===== src/rtl/bcd_scan_counter.sv =====
// bcd_scan_counter: NDIG-digit BCD up/down counter with a prescaled step,
// full-range wrap pulse and a multiplexed active-low 7-segment scan driver.
module bcd_scan_counter #(
    parameter int unsigned NDIG      = 4,
    parameter int unsigned PRESCALE  = 12500000,
    parameter int unsigned SCAN_BITS = 16
) (
    input  logic              clk,
    input  logic              rst_n,
    input  logic              en,
    input  logic              up_dn,
    input  logic              clear,
    input  logic              load,
    input  logic [4*NDIG-1:0] load_val,
    input  logic              blank_lz,
    output logic [4*NDIG-1:0] count_bcd,
    output logic              wrap,
    output logic [6:0]        seg,
    output logic              dp,
    output logic [NDIG-1:0]   dig_sel
);

    localparam int unsigned   PW    = (PRESCALE > 1) ? $clog2(PRESCALE) : 1;
    localparam logic [PW-1:0] PLAST = PW'(PRESCALE - 1);
    localparam logic [2:0]    ILAST = 3'(NDIG - 1);

    typedef enum logic [2:0] {
        DIG0, DIG1, DIG2, DIG3, DIG4, DIG5, DIG6, DIG7
    } state_t;

    logic [PW-1:0]        pcnt;
    logic                 step;
    logic [SCAN_BITS-1:0] scnt;
    logic                 scan_wrap;
    state_t               state;
    logic [2:0]           idx;
    logic [4*NDIG-1:0]    count_step;
    logic [4*NDIG-1:0]    count_load;
    logic                 carry;
    logic                 carry_out;
    logic                 zero_run;
    logic [3:0]           cur_dig;
    logic                 cur_blank;
    logic [NDIG-1:0]      sel_next;

    assign step      = en && (pcnt == PLAST);
    assign scan_wrap = &scnt;
    assign idx       = state;
    assign dp        = 1'b1;

    function automatic logic [6:0] seg_decode(input logic [3:0] d);
        case (d)
            4'd0:    return 7'h40;
            4'd1:    return 7'h79;
            4'd2:    return 7'h24;
            4'd3:    return 7'h30;
            4'd4:    return 7'h19;
            4'd5:    return 7'h12;
            4'd6:    return 7'h02;
            4'd7:    return 7'h78;
            4'd8:    return 7'h00;
            4'd9:    return 7'h10;
            default: return 7'h7F;
        endcase
    endfunction

    // Ripple carry/borrow through all digits; carry_out set means every digit wrapped
    always_comb begin
        count_step = count_bcd;
        carry      = 1'b1;
        for (int unsigned i = 0; i < NDIG; i++) begin
            if (carry) begin
                if (up_dn) begin
                    if (count_bcd[4*i +: 4] == 4'd9) begin
                        count_step[4*i +: 4] = 4'd0;
                    end else begin
                        count_step[4*i +: 4] = count_bcd[4*i +: 4] + 4'd1;
                        carry = 1'b0;
                    end
                end else begin
                    if (count_bcd[4*i +: 4] == 4'd0) begin
                        count_step[4*i +: 4] = 4'd9;
                    end else begin
                        count_step[4*i +: 4] = count_bcd[4*i +: 4] - 4'd1;
                        carry = 1'b0;
                    end
                end
            end
        end
        carry_out = carry;
    end

    // Saturate out-of-range load nibbles to 9
    always_comb begin
        count_load = '0;
        for (int unsigned i = 0; i < NDIG; i++) begin
            count_load[4*i +: 4] = (load_val[4*i +: 4] > 4'd9) ? 4'd9 : load_val[4*i +: 4];
        end
    end

    // Select the scanned digit and decide blanking, walking from the top digit down
    always_comb begin
        cur_dig   = count_bcd[3:0];
        cur_blank = 1'b0;
        zero_run  = 1'b1;
        sel_next  = '1;
        for (int unsigned k = 0; k < NDIG; k++) begin
            zero_run = zero_run && (count_bcd[4*(NDIG-1-k) +: 4] == 4'd0);
            if (idx == 3'(NDIG - 1 - k)) begin
                cur_dig   = count_bcd[4*(NDIG-1-k) +: 4];
                cur_blank = blank_lz && zero_run && (k != NDIG - 1);
                sel_next[NDIG-1-k] = 1'b0;
            end
        end
    end

    // Prescaler: free-runs while enabled, restarts on clear or load
    always_ff @(posedge clk or negedge rst_n) begin
        if (!rst_n) begin
            pcnt <= '0;
        end else if (clear || load) begin
            pcnt <= '0;
        end else if (en) begin
            pcnt <= (pcnt == PLAST) ? '0 : pcnt + PW'(1);
        end
    end

    // Count register with clear > load > step priority and wrap pulse
    always_ff @(posedge clk or negedge rst_n) begin
        if (!rst_n) begin
            count_bcd <= '0;
            wrap      <= 1'b0;
        end else if (clear) begin
            count_bcd <= '0;
            wrap      <= 1'b0;
        end else if (load) begin
            count_bcd <= count_load;
            wrap      <= 1'b0;
        end else if (step) begin
            count_bcd <= count_step;
            wrap      <= carry_out;
        end else begin
            wrap      <= 1'b0;
        end
    end

    // Free-running scan dwell counter
    always_ff @(posedge clk or negedge rst_n) begin
        if (!rst_n) begin
            scnt <= '0;
        end else begin
            scnt <= scnt + SCAN_BITS'(1);
        end
    end

    // Display FSM: advances one digit per dwell wrap, drives registered seg/dig_sel
    always_ff @(posedge clk or negedge rst_n) begin
        if (!rst_n) begin
            state   <= DIG0;
            seg     <= 7'h7F;
            dig_sel <= '1;
        end else begin
            if (scan_wrap) begin
                state <= (idx == ILAST) ? DIG0 : state_t'(idx + 3'd1);
            end
            seg     <= cur_blank ? 7'h7F : seg_decode(cur_dig);
            dig_sel <= sel_next;
        end
    end

endmodule


===== config.mk =====
export PLATFORM = sky130hd
export DESIGN_NAME = bcd_scan_counter
export DESIGN_NICKNAME = d
export VERILOG_FILES = /design/src/rtl/bcd_scan_counter.sv
export SDC_FILE = /design/constraint.sdc
export NUM_CORES = 1
export LEC_CHECK = 0
export BUFFER_PORTS_ARGS = -buffer_cell sky130_fd_sc_hd__buf_4
export CORE_ASPECT_RATIO = 0.8
export CORE_MARGIN = 4
export CORE_UTILIZATION = 55
export CTS_BUF_LIST = sky130_fd_sc_hd__clkbuf_8
export CTS_CLUSTER_DIAMETER = 30
export CTS_CLUSTER_SIZE = 20
export DETAILED_ROUTE_END_ITERATION = 16
export PLACE_DENSITY = 0.77
export SLEW_MARGIN = 30
export SYNTH_ARGS = -nofsm -noshare
export SYNTH_HDL_FRONTEND = slang
export SYNTH_SLANG_ARGS = --single-unit

===== constraint.sdc =====
create_clock -name clk -period 2.5 [get_ports clk]
set_input_delay 0.125 -clock clk [delete_from_list [all_inputs] [get_ports clk]]
set_output_delay 0.125 -clock clk [all_outputs]
set_load 0.01 [all_outputs]

==> reports/metrics.yaml, run 1 <==
grt_overflow: 0
wire_per_inst_um: 17.2
nFillCells: 680
remaining_drc_errors: 0
drv.max_cap_violation_count: 0
h-tree-depth: 3
cellPowerDensity_nw_per_um2: 510
netlist_instances: 520
synth_edf_count: 0
clkLatencyLatePin_ns: 0.35
rsz_0062_raised_after_global_routing: "false"
postSynthNetCount: 562
irDropWorstVdd_uv: 264
synthDominantAreaCellType: "sky130_fd_sc_hd__dfrtp_1"
post_synth_and_or_nand_nor_area_fraction: 0.256
clockBufferDepth: 2
final-hold-violation-count: 0
pin_count_of_the_biggest_net_entering_global_routing: 72
drt_first_iter_violations: 363
mostFrequentLayoutCells: "sky130_fd_sc_hd__dfrtp_1, sky130_fd_sc_hd__buf_4, sky130_fd_sc_hd__nand2_1, sky130_fd_sc_hd__nor2_1, sky130_fd_sc_hd__o21ai_0"
synthesis.yosys.warnings: 0
die_width_um: 110
maxSlewHeadroom: 0.456
cts_inserted_buffers: 9
flow.area_growth_from_synthesis_pct: 15.0
design.die.area_um2: 9940
antenna_violations_before_repair: 0
fin_crit_ns: 2.27
r2r_slack_ns: 0.23
outcome: "finished, final reports clean"
placeable_core_region_um2: 8060
hold_slack_ns: 0.0550
die-height_um: 90.0
ys_top_cells_by_area: "sky130_fd_sc_hd__dfrtp_1, sky130_fd_sc_hd__dfstp_2, sky130_fd_sc_hd__ha_1"
post_synth.cell_area_avg_um2: 8.88
dpl.hpwl_mm: 8.29
leakage_nw: 2.23
route.final.wire_length_mm: 11.7
clkSlewWorstSetupHoldPaths_ns: 0.08
clock_sink_count: 71
initial_utilization: 0.573
setup-tns-final_ns: 0
ratio_of_cells_with_drive_above_1_in_the_final_layout: 0.181
synth_area_um2: 4620
timing_worst_setup_path_type: "reg2reg"
num-nets-final: 608
n_antenna_cell: 0
synth-adder-area-share: 0.0515
ys_types: 77
timing_max_transition_violations_final: 0
timing.critical_path.required_ns: 2.72
drt_pass1_iterations: 5
crit_fanout: 6
floorplan.rows: 29
root_buffer: "sky130_fd_sc_hd__clkbuf_8"
tritoncts: "done"
synth_xor_xnor_area_share: 0.0531
setup_crit_end_kind: "flip-flop"
synth_top_area_frac: 0.325
synth_compound_area_frac: 0.160
grt_pass1_vias: 3912
area_taken_by_multi_input_logic_gates_um2: 2630
fin_skew_ns: 0.00835
synth.mux.area_fraction: 0.0458
setup_violations: 0
area.sequential_um2: 1790
synth-main-ff-cell: "sky130_fd_sc_hd__dfrtp_1"
grt_first_pass_wirelength_mm: 20.1
routed-via-count: 4187
final-instance-count-excl-fill: 678
final_min_period_over_clock_period: 0.908
async_flop_share: 1.00
finalWeightedCongestion: 0.906
ant_nets: 0
hp-class: "in2reg"
overall_global_routing_resource_usage: 0.244
synth_top_family_by_area: "simple AND/OR/NAND/NOR gates"
arrival_time_reported_for_the_critical_path_endpoint_ns: 2.49
crit_path_start_kind: "flip-flop"
top_level_ports: 52
ys_ff_latch: 71
synth.yosys.seq_area_share: 0.388
placed_cell_count: 662
max_slew.worst_pin.slew_ns: 0.803
placement.io_buffers: 50
fmax_mhz: 441
via_per_inst: 6.18
-- where the power goes --
group / internal, W / total [W] / switching, W
logic: 0.000236 / 0.000527 / 0.000291
registers: 0.00121 / 0.00128 / 0.0000700
clock network: 0.000451 / 0.000901 / 0.000450
total: 0.00190 / 0.00271 / 0.000811
-- timing repair --
| item | 4_1_cts | 5_1_grt |
|---|---|---|
| endpoints found under the setup margin | 0 | 5 |
| hold buffers | 1 | 0 |
| hold endpoints to repair | 60 | 0 |
| buffers inserted | 0 | 0 |
| gates resized for setup | 0 | 2 |
-- cell type report --
type,instances,share of cell area
Tap cell,108,0.0254
Sequential cell,71,0.337
Inverter,27,0.0191
Timing Repair Buffer,62,0.0888
Clock buffer,9,0.0233
Multi-Input combinational cell,395,0.494
Clock inverter,6,0.0118
-- cells by family (layout without fill, tap and decap cells) --
kind of cell | after synthesis | after routing
buffers and inverters | 54 | 104
xor gates and xnor gates | 28 | 28
adders and majority gates | 19 | 19
DFF | 71 | 71
and+or+nand+nor | 215 | 215
muxes | 18 | 18
AOI/OAI and AO/OA | 114 | 114
other | 1 | 1
-- critical path: stages, from the launching register on --
cell and delay, ns:
sky130_fd_sc_hd__dfrtp_1 0.45, sky130_fd_sc_hd__inv_1 0.15, sky130_fd_sc_hd__ha_1 0.20, sky130_fd_sc_hd__nor4b_1 0.38, sky130_fd_sc_hd__o21ai_1 0.21, sky130_fd_sc_hd__nor3_2 0.25, sky130_fd_sc_hd__buf_4 0.19, sky130_fd_sc_hd__mux2i_1 0.21
sky130_fd_sc_hd__a211oi_1 0.10
-- registers in the layout (all words and copies together) (netlist names) --
name and count:
seg 7, scnt 16, dig_sel 4, wrap 1, idx 3, count_bcd 16
pcnt 24
-- synthesized netlist by cell type (4+ instances only) --
| master | count |
|---|---|
| sky130_fd_sc_hd__inv_1 | 26 |
| sky130_fd_sc_hd__xor2_1 | 9 |
| sky130_fd_sc_hd__nor3b_1 | 5 |
| sky130_fd_sc_hd__nand4_1 | 12 |
| sky130_fd_sc_hd__and3_1 | 6 |
| sky130_fd_sc_hd__ha_1 | 19 |
| sky130_fd_sc_hd__clkbuf_1 | 22 |
| sky130_fd_sc_hd__o21ai_1 | 5 |
| sky130_fd_sc_hd__nand2_1 | 45 |
| sky130_fd_sc_hd__dfstp_2 | 11 |
| sky130_fd_sc_hd__nand3_1 | 22 |
| sky130_fd_sc_hd__mux2i_1 | 8 |
| sky130_fd_sc_hd__nor2b_1 | 9 |
| sky130_fd_sc_hd__dfrtp_1 | 60 |
| sky130_fd_sc_hd__mux2_2 | 4 |
| sky130_fd_sc_hd__nor2_1 | 43 |
| sky130_fd_sc_hd__nor4b_1 | 6 |
| sky130_fd_sc_hd__a31oi_1 | 7 |
| sky130_fd_sc_hd__a21o_1 | 4 |
| sky130_fd_sc_hd__nor3_1 | 12 |
| sky130_fd_sc_hd__nand3b_1 | 5 |
| sky130_fd_sc_hd__o21ai_0 | 31 |
| sky130_fd_sc_hd__and4_1 | 10 |
| sky130_fd_sc_hd__nor4_1 | 10 |
| sky130_fd_sc_hd__xnor2_1 | 19 |
| sky130_fd_sc_hd__a21oi_1 | 23 |
| sky130_fd_sc_hd__or3_1 | 4 |
| sky130_fd_sc_hd__nand2b_1 | 8 |
-- per-stage QoR --
step,worst slack (ns),instance area (µm²),total power [W],utilization
global placement,0.315,5100,0.00180,0.634
finish,0.230,5310,0.00271,0.659
floorplan,0.346,4620,0.00159,-
detailed placement,0.218,5100,0.00182,0.634
global route,0.0225,5310,0.00285,0.659
CTS,0.211,5300,0.00272,0.658
-- per-layer routing --
layer,routed length (µm),vias up,global-route usage
met5,0,-,0
met4,155,0,0.0667
met3,912,16,0.0644
met2,4960,160,0.351
met1,5630,2031,0.362
li1,-,1980,-
-- worst paths after layout --
| path | to | cells after the start | from |
|---|---|---|---|
| min | count_bcd[5] | 3 | load_val[5] |
| min reg2reg | scnt[15] | 1 | scnt[15] |
| max reg2reg | count_bcd[6] | 8 | count_bcd[1] |
| max | count_bcd[6] | 8 | count_bcd[1] |
| max in group asynchronous | idx[0] | 2 | rst_n |
| min in group asynchronous | pcnt[18] | 2 | rst_n |
No activity file was read; power rests on OpenSTA's default activity.
==> inputs of run 2 (changes only) <==
- ABC_AREA: default -> 1
- PLACE_DENSITY: 0.77 -> 0.76
==> run 2 against run 1 <==
Net effect: non-clock buffer count fell by 9; utilization down 1.8 points; global-route usage barely moved; clock-buffer cell count did not move; power grew 7.0%; combinational power rose by 30%; flip-flop and latch count did not move; critical path depth up 7; design area is 3.0% higher.
==> reports/metrics.yaml, run 2 <==
irDropWorstVdd_uv: 277  # +4.9%
maxSlewHeadroom: 0.553  # +0.0973
hold_end: "count_bcd[1]"
synth_top_area_frac: 0.312  # -0.0134
grt_first_pass_wirelength_mm: 20.6  # +2.2%
setup_crit_end_kind: "flip-flop"
clockBufferDepth: 2  # unchanged
combinationalPowerShare: 0.236  # +0.041
setup-tns-final_ns: 0  # unchanged
placeable_core_region_um2: 8520  # +5.8%
mostFrequentLayoutCells: "sky130_fd_sc_hd__nand2_1, sky130_fd_sc_hd__inv_1, sky130_fd_sc_hd__nand3_1, sky130_fd_sc_hd__dfrtp_1, sky130_fd_sc_hd__nor2_1"
met2_length_mm: 5.37  # +8.3%
overall_global_routing_resource_usage: 0.244  # +0.000455
highest_layer: "met4"
crit_fanout: 9  # +3
remaining_drc_errors: 0  # unchanged
setup_violations: 0  # unchanged
power.share.clock: 0.310  # -0.023
fin_crit_ns: 2.11  # -0.164 ns
ys_ff_latch: 71  # unchanged
cts_inserted_buffers: 9  # unchanged
routed-via-count: 4530  # +8.2%
design.die.area_um2: 10300  # +4.0%
ant_nets: 0  # unchanged
area_taken_by_multi_input_logic_gates_um2: 2640  # +0.43%
crit-reg2reg-capture: "seg[3]"
die_width_um: 113  # +2.0%
async_flop_share: 1.00  # unchanged
fmax_mhz: 475  # +7.8%
nFillCells: 762  # +12%
synthDominantAreaCellType: "sky130_fd_sc_hd__dfrtp_1"
antenna_violations_before_repair: 0  # unchanged
cts_resized: 0  # unchanged
timing_worst_setup_path_type: "reg2reg"
synth_edf_count: 0  # unchanged
final-instance-count-excl-fill: 825  # +22%
r2r_slack_ns: 0.39  # +0.16 ns
initial_utilization: 0.565  # -0.00798
ys_types: 40  # -48%
wl_met1_mm: 5.77  # +2.6%
clock_sink_count: 71  # unchanged
most_frequent_standard_cell_in_the_layout_excluding_fill_and_tap_cells: "sky130_fd_sc_hd__nand2_1"
reg2regPathDepth: 15  # +7
ratio_of_cells_with_drive_above_1_in_the_final_layout: 0.158  # -0.0222
tritoncts: "done"
route.final.wire_length_mm: 12.3  # +5.2%
synth_area_um2: 4820  # +4.3%
final-hold-violation-count: 0  # unchanged
pin_count_of_the_biggest_net_entering_global_routing: 72  # unchanged
synth.yosys.seq_area_share: 0.372  # -0.0160
grt_pass1_vias: 4227  # +8.1%
synthesis.yosys.warnings: 0  # unchanged
synth-main-ff-cell: "sky130_fd_sc_hd__dfrtp_1"
largest_register_ff_count: 24  # unchanged
timing_max_transition_violations_final: 0  # unchanged
placed_cell_count: 808  # +22%
largest_registers: "pcnt x24, count_bcd x16, scnt x16"
n_antenna_cell: 0  # unchanged
drt_first_iter_violations: 426  # +17%
synth_most_common_cell: "sky130_fd_sc_hd__nand2_1"
drt_pass1_iterations: 5  # unchanged
clkSlewWorstSetupHoldPaths_ns: 0.09  # about the same
drv.max_cap_violation_count: 0  # unchanged
top_level_ports: 52  # unchanged
rsz_0062_raised_after_global_routing: "false"
timing.critical_path.required_ns: 2.81  # +0.09 ns
area.sequential_um2: 1790  # unchanged
min_path_cells: 4  # +1
num-nets-final: 750  # +23%
die-height_um: 91.7  # +1.9%
post_synth.cell_area_avg_um2: 7.31  # -18%
placement.io_buffers: 50  # unchanged
finalWeightedCongestion: 0.947  # +4.5%
final_min_period_over_clock_period: 0.842  # -0.0655
ys_top_cells_by_area: "sky130_fd_sc_hd__dfrtp_1, sky130_fd_sc_hd__nand2_1, sky130_fd_sc_hd__nand3_1"
hold_path_startpoint: "clear"
power.switching_fraction: 0.352  # +0.0524
hp-class: "in2reg"
grt_overflow: 0  # unchanged
netSwitchingPower_w: 0.00102  # +26%
largest_register: "pcnt"
postSynthNetCount: 701  # +25%
outcome: "finished, final reports clean"
flow.area_growth_from_synthesis_pct: 13.5
crit_path_start_kind: "flip-flop"
via_per_inst: 5.49  # -11%
max_slew.worst_pin.slew_ns: 0.670  # -0.134 ns
leakage_nw: 2.71  # +21%
wl_met3_mm: 1.02  # +11%
rr_startpoint: "idx[0]"
wire_per_inst_um: 14.9  # -14%
h-tree-depth: 3  # unchanged
dpl.hpwl_mm: 9.11  # +9.9%
fin_skew_ns: 0.0181  # +0.00977 ns
clkLatencyLatePin_ns: 0.37  # +0.02 ns
arrival_time_reported_for_the_critical_path_endpoint_ns: 2.41  # -0.08 ns
internal_power_of_the_cells_w: 0.00188  # -1.0%
floorplan.rows: 30  # +3.4%
share_seq_of_total_power: 0.455  # -0.018
cellPowerDensity_nw_per_um2: 530  # +3.9%
netlist_instances: 659  # +27%
synth_top_cells_by_count: "sky130_fd_sc_hd__nand2_1, sky130_fd_sc_hd__inv_1, sky130_fd_sc_hd__nand3_1"
root_buffer: "sky130_fd_sc_hd__clkbuf_8"
-- run 2: cell types whose count changed after synthesis, sizes merged, moves of 10 or more --
cell    delta
inv       +56
o21ai     +12
nand2    +141
and4      -10
clkbuf    -17
xor2      +11
nor2      +18
nand3     +47
-- run 2: stage by stage --
step | total power (W) | hold WS (ns) | utilization | instance area, µm² | worst slack [ns]
floorplan | 0.00174 | -0.171 | - | 4820 | 0.636
global placement | 0.00199 | 0.314 | 0.618 | 5270 | 0.528
detailed placement | 0.00202 | 0.318 | 0.618 | 5270 | 0.445
CTS | 0.00292 | 0.0342 | 0.641 | 5460 | 0.419
global route | 0.00307 | 0.0562 | 0.642 | 5470 | 0.237
finish | 0.00290 | 0.0502 | 0.642 | 5470 | 0.394
-- run 2: timing repair --
action / 4_1_cts / 5_1_grt
hold endpoints to repair: 60 / 0
setup buffers: 0 / 0
hold buffers: 1 / 0
-- run 2: area by class of cell --
type	count	area share
Clock buffer	9	0.0227
Sequential cell	71	0.327
Tap cell	112	0.0256
Timing Repair Buffer	53	0.0739
Clock inverter	7	0.0114
Inverter	82	0.0568
Multi-Input combinational cell	491	0.482
-- run 2: layer usage --
layer	track usage	vias to the layer above
met2	0.369	179
met4	0.0581	0
li1	-	2247
met3	0.0541	10
met1	0.356	2094
met5	0	-
-- run 2: worst max-delay path by stage --
stage                 from  endpoint  slack, ns  cells past startpoint
finish              idx[0]    seg[3]       0.39                     15
detailed placement  idx[0]    seg[3]       0.45                     15
global placement    idx[0]    seg[3]       0.53                     15
CTS                 idx[0]    seg[3]       0.42                     15
global route        idx[0]    seg[3]       0.24                     15
floorplan           idx[0]    seg[3]       0.64                     15
-- run 2: kinds of logic after synthesis --
kind of cell | share of synthesized area
buf+inv | 0.0813
other cells | 0.000778
simple gates | 0.344
xor+xnor | 0.0545
compound gates | 0.0989
flops | 0.372
fa+ha+maj | 0.0493
-- run 2: critical path, cell delays in order (launching register included) --
cell and delay [ns]:
sky130_fd_sc_hd__dfrtp_1 0.41, sky130_fd_sc_hd__inv_1 0.12, sky130_fd_sc_hd__ha_1 0.22, sky130_fd_sc_hd__nand2_2 0.14, sky130_fd_sc_hd__o21ai_0 0.18, sky130_fd_sc_hd__inv_1 0.05
sky130_fd_sc_hd__nand2_1 0.05, sky130_fd_sc_hd__nand2_1 0.04, sky130_fd_sc_hd__nand2_1 0.16, sky130_fd_sc_hd__inv_1 0.09, sky130_fd_sc_hd__ha_1 0.31, sky130_fd_sc_hd__inv_1 0.06
sky130_fd_sc_hd__nand2_1 0.05, sky130_fd_sc_hd__nand2_1 0.06, sky130_fd_sc_hd__nand2_1 0.05, sky130_fd_sc_hd__nand2_1 0.06
-- run 2: power by group through the flow --
| stage | clock network, W | registers (W) | logic (W) |
|---|---|---|---|
| final | 0.000897 | 0.00132 | 0.000683 |
| after global routing | 0.000970 | 0.00133 | 0.000770 |
| after CTS | 0.000921 | 0.00131 | 0.000683 |
| after detailed placement | 0 | 0.00134 | 0.000679 |
| after global placement | 0 | 0.00133 | 0.000658 |
| after floorplan | 0 | 0.00134 | 0.000406 |
==> inputs of run 3 (changes only) <==
- ABC_AREA: 1 -> 0
- PLACE_DENSITY: 0.76 -> 0.77
- clock period: 2.5 -> 2 ns (I/O delays scaled with it)
==> run 3 against run 2 <==
Net effect: utilization increased by 11 points; non-clock buffer count rose by 67; critical path type unchanged; clock-buffer cell count did not move; sequential share of layout area is 3.1 points lower; design area grew 11%.
==> reports/metrics.yaml, run 3 (synthesis results as in run 1) <==
outcome: "finished, final reports clean"
final-hold-violation-count: 0  # unchanged
root_buffer: "sky130_fd_sc_hd__clkbuf_8"
ant_nets: 0  # unchanged
fin_total_pwr_w: 0.00369  # +27%
rr_startpoint: "count_bcd[8]"
hold_end: "count_bcd[5]"
fin_skew_ns: 0.0107  # -0.00740 ns
hold_path_startpoint: "load_val[5]"
die-height_um: 90.0  # -1.9%
h-tree-depth: 3  # unchanged
area.sequential_um2: 1790  # +0.21%
largest_register: "pcnt"
post-place-ws_ns: -0.0622  # -0.508 ns
die_width_um: 110  # -1.9%
fin_crit_ns: 1.99  # -0.111 ns
r2r_slack_ns: 0.005  # -0.39 ns
design.die.area_um2: 9940  # -3.8%
antenna_violations_before_repair: 0  # unchanged
crit_path_start_kind: "flip-flop"
final_min_period_over_clock_period: 0.997  # +0.155
grt_pass1_vias: 4438  # +5.0%
clockBufferDepth: 2  # unchanged
cp_slowest_cell: "sky130_fd_sc_hd__dfrtp_1"
ratio_of_cells_with_drive_above_1_in_the_final_layout: 0.331  # +0.172
cpPeakStageDelay_ns: 0.42  # about the same
worst-path-buf-inv: 1  # -3
floorplan.rows: 29  # -3.3%
largest_registers: "pcnt x24, count_bcd x16, scnt x16"
clock_sink_count: 71  # unchanged
finalWeightedCongestion: 0.934  # -1.3%
remaining_drc_errors: 0  # unchanged
top_level_ports: 52  # unchanged
timing_max_transition_violations_final: 0  # unchanged
cts_inserted_buffers: 9  # unchanged
placed_cell_count: 710  # -12%
min_path_cells: 3  # -1
clkSlewWorstSetupHoldPaths_ns: 0.09  # about the same
setup_crit_end_kind: "flip-flop"
postLayoutSetupSlackWorst_ns: 0.00526  # -0.389 ns
rsz_0062_raised_after_global_routing: "true"
hp-class: "in2reg"
leakage_nw: 2.59  # -4.3%
drv.max_cap_violation_count: 0  # unchanged
crit_path_max_delay_family: "multiplexers"
n_antenna_cell: 0  # unchanged
setup_violations: 0  # unchanged
grt_overflow: 0  # unchanged
cellPowerDensity_nw_per_um2: 609  # +15%
drt_pass1_iterations: 6  # +1
irDropWorstVdd_uv: 415  # +50%
final-instance-count-excl-fill: 737  # -11%
placeable_core_region_um2: 8060  # -5.5%
num-nets-final: 666  # -11%
tritoncts: "done"
pin_count_of_the_biggest_net_entering_global_routing: 36  # -50%
routed-via-count: 4597  # +1.5%
overall_global_routing_resource_usage: 0.260  # +0.0162
dpl.hpwl_mm: 9.42  # +3.4%
fmax_mhz: 501  # +5.6%
timing_worst_setup_path_type: "reg2reg"
flow.area_growth_from_synthesis_pct: 31.2
clkLatencyLatePin_ns: 0.36  # about the same
timing.critical_path.required_ns: 2.25  # -0.56 ns
placement.io_buffers: 50  # unchanged
mostFrequentLayoutCells: "sky130_fd_sc_hd__buf_4, sky130_fd_sc_hd__dfrtp_1, sky130_fd_sc_hd__nand2_1, sky130_fd_sc_hd__nor2_1, sky130_fd_sc_hd__o21ai_0"
via_per_inst: 6.24  # +14%
largest_register_ff_count: 24  # unchanged
drt_first_iter_violations: 502  # +18%
arrival_time_reported_for_the_critical_path_endpoint_ns: 2.24  # -0.17 ns
initial_utilization: 0.573  # +0.00798
wire_per_inst_um: 19.0  # +28%
most_frequent_standard_cell_in_the_layout_excluding_fill_and_tap_cells: "sky130_fd_sc_hd__buf_4"
reg2regPathDepth: 7  # -8
route.final.wire_length_mm: 14.0  # +14%
nFillCells: 553  # -27%
grt_first_pass_wirelength_mm: 21.8  # +5.8%
worstPathCellList: "buf_4, ha_1, and3b_1, mux2i_2, nor2_2, a21oi_4, mux2_1"
crit-reg2reg-capture: "count_bcd[13]"
area_taken_by_multi_input_logic_gates_um2: 2900  # +10%
crit_fanout: 4  # -5
-- run 3: power breakdown --
part           internal, W  leakage [nW]  switching [W]  total, W
clock network     0.000592         0.101       0.000627   0.00122
logic             0.000408          1.57       0.000488  0.000896
registers          0.00151         0.919      0.0000605   0.00157
-- run 3: worst max-delay path by stage --
| stage | start | to | depth (start not counted) |
|---|---|---|---|
| global placement | idx[0] | seg[0] | 7 |
| floorplan | pcnt[0] | count_bcd[10] | 6 |
| finish | count_bcd[8] | count_bcd[13] | 7 |
| detailed placement | idx[0] | seg[5] | 8 |
| CTS | pcnt[16] | pcnt[21] | 5 |
| global route | pcnt[10] | pcnt[22] | 6 |
-- run 3: layer usage --
metal,share of wire,vias up,track usage
li1,-,2090,-
met1,0.42,2182,0.379
met2,0.46,278,0.380
met3,0.096,47,0.0752
met4,0.021,0,0.0697
met5,0,-,0
-- run 3: cell type report --
cell class,instances,area share
Clock inverter,7,0.0128
Sequential cell,71,0.296
Timing Repair Buffer,120,0.152
Inverter,27,0.0171
Multi-Input combinational cell,395,0.479
Tap cell,108,0.0223
Clock buffer,9,0.0204
-- run 3: tightest hold or removal path, stage by stage --
cell and delay, ns:
sky130_fd_sc_hd__buf_4 0.11, sky130_fd_sc_hd__nand3_1 0.10, sky130_fd_sc_hd__a21oi_1 0.08
-- run 3: stage by stage --
stage	hold WS (ns)	util	area [µm²]	setup TNS, ns
floorplan	-0.196	-	4650	-0.0467
global placement	0.0827	0.683	5510	0
detailed placement	0.0918	0.683	5510	-0.207
CTS	0.0723	0.715	5760	-0.00589
global route	0.0724	0.753	6060	-0.450
finish	0.0757	0.753	6060	0
-- run 3: what timing repair did --
item                                    CTS  global route
setup buffers                             0            10
hold buffers                              1             0
pin swaps                                 2            14
endpoints found under the setup margin   10            41
gates resized for setup                   9            51
endpoints found under the hold margin    28             0
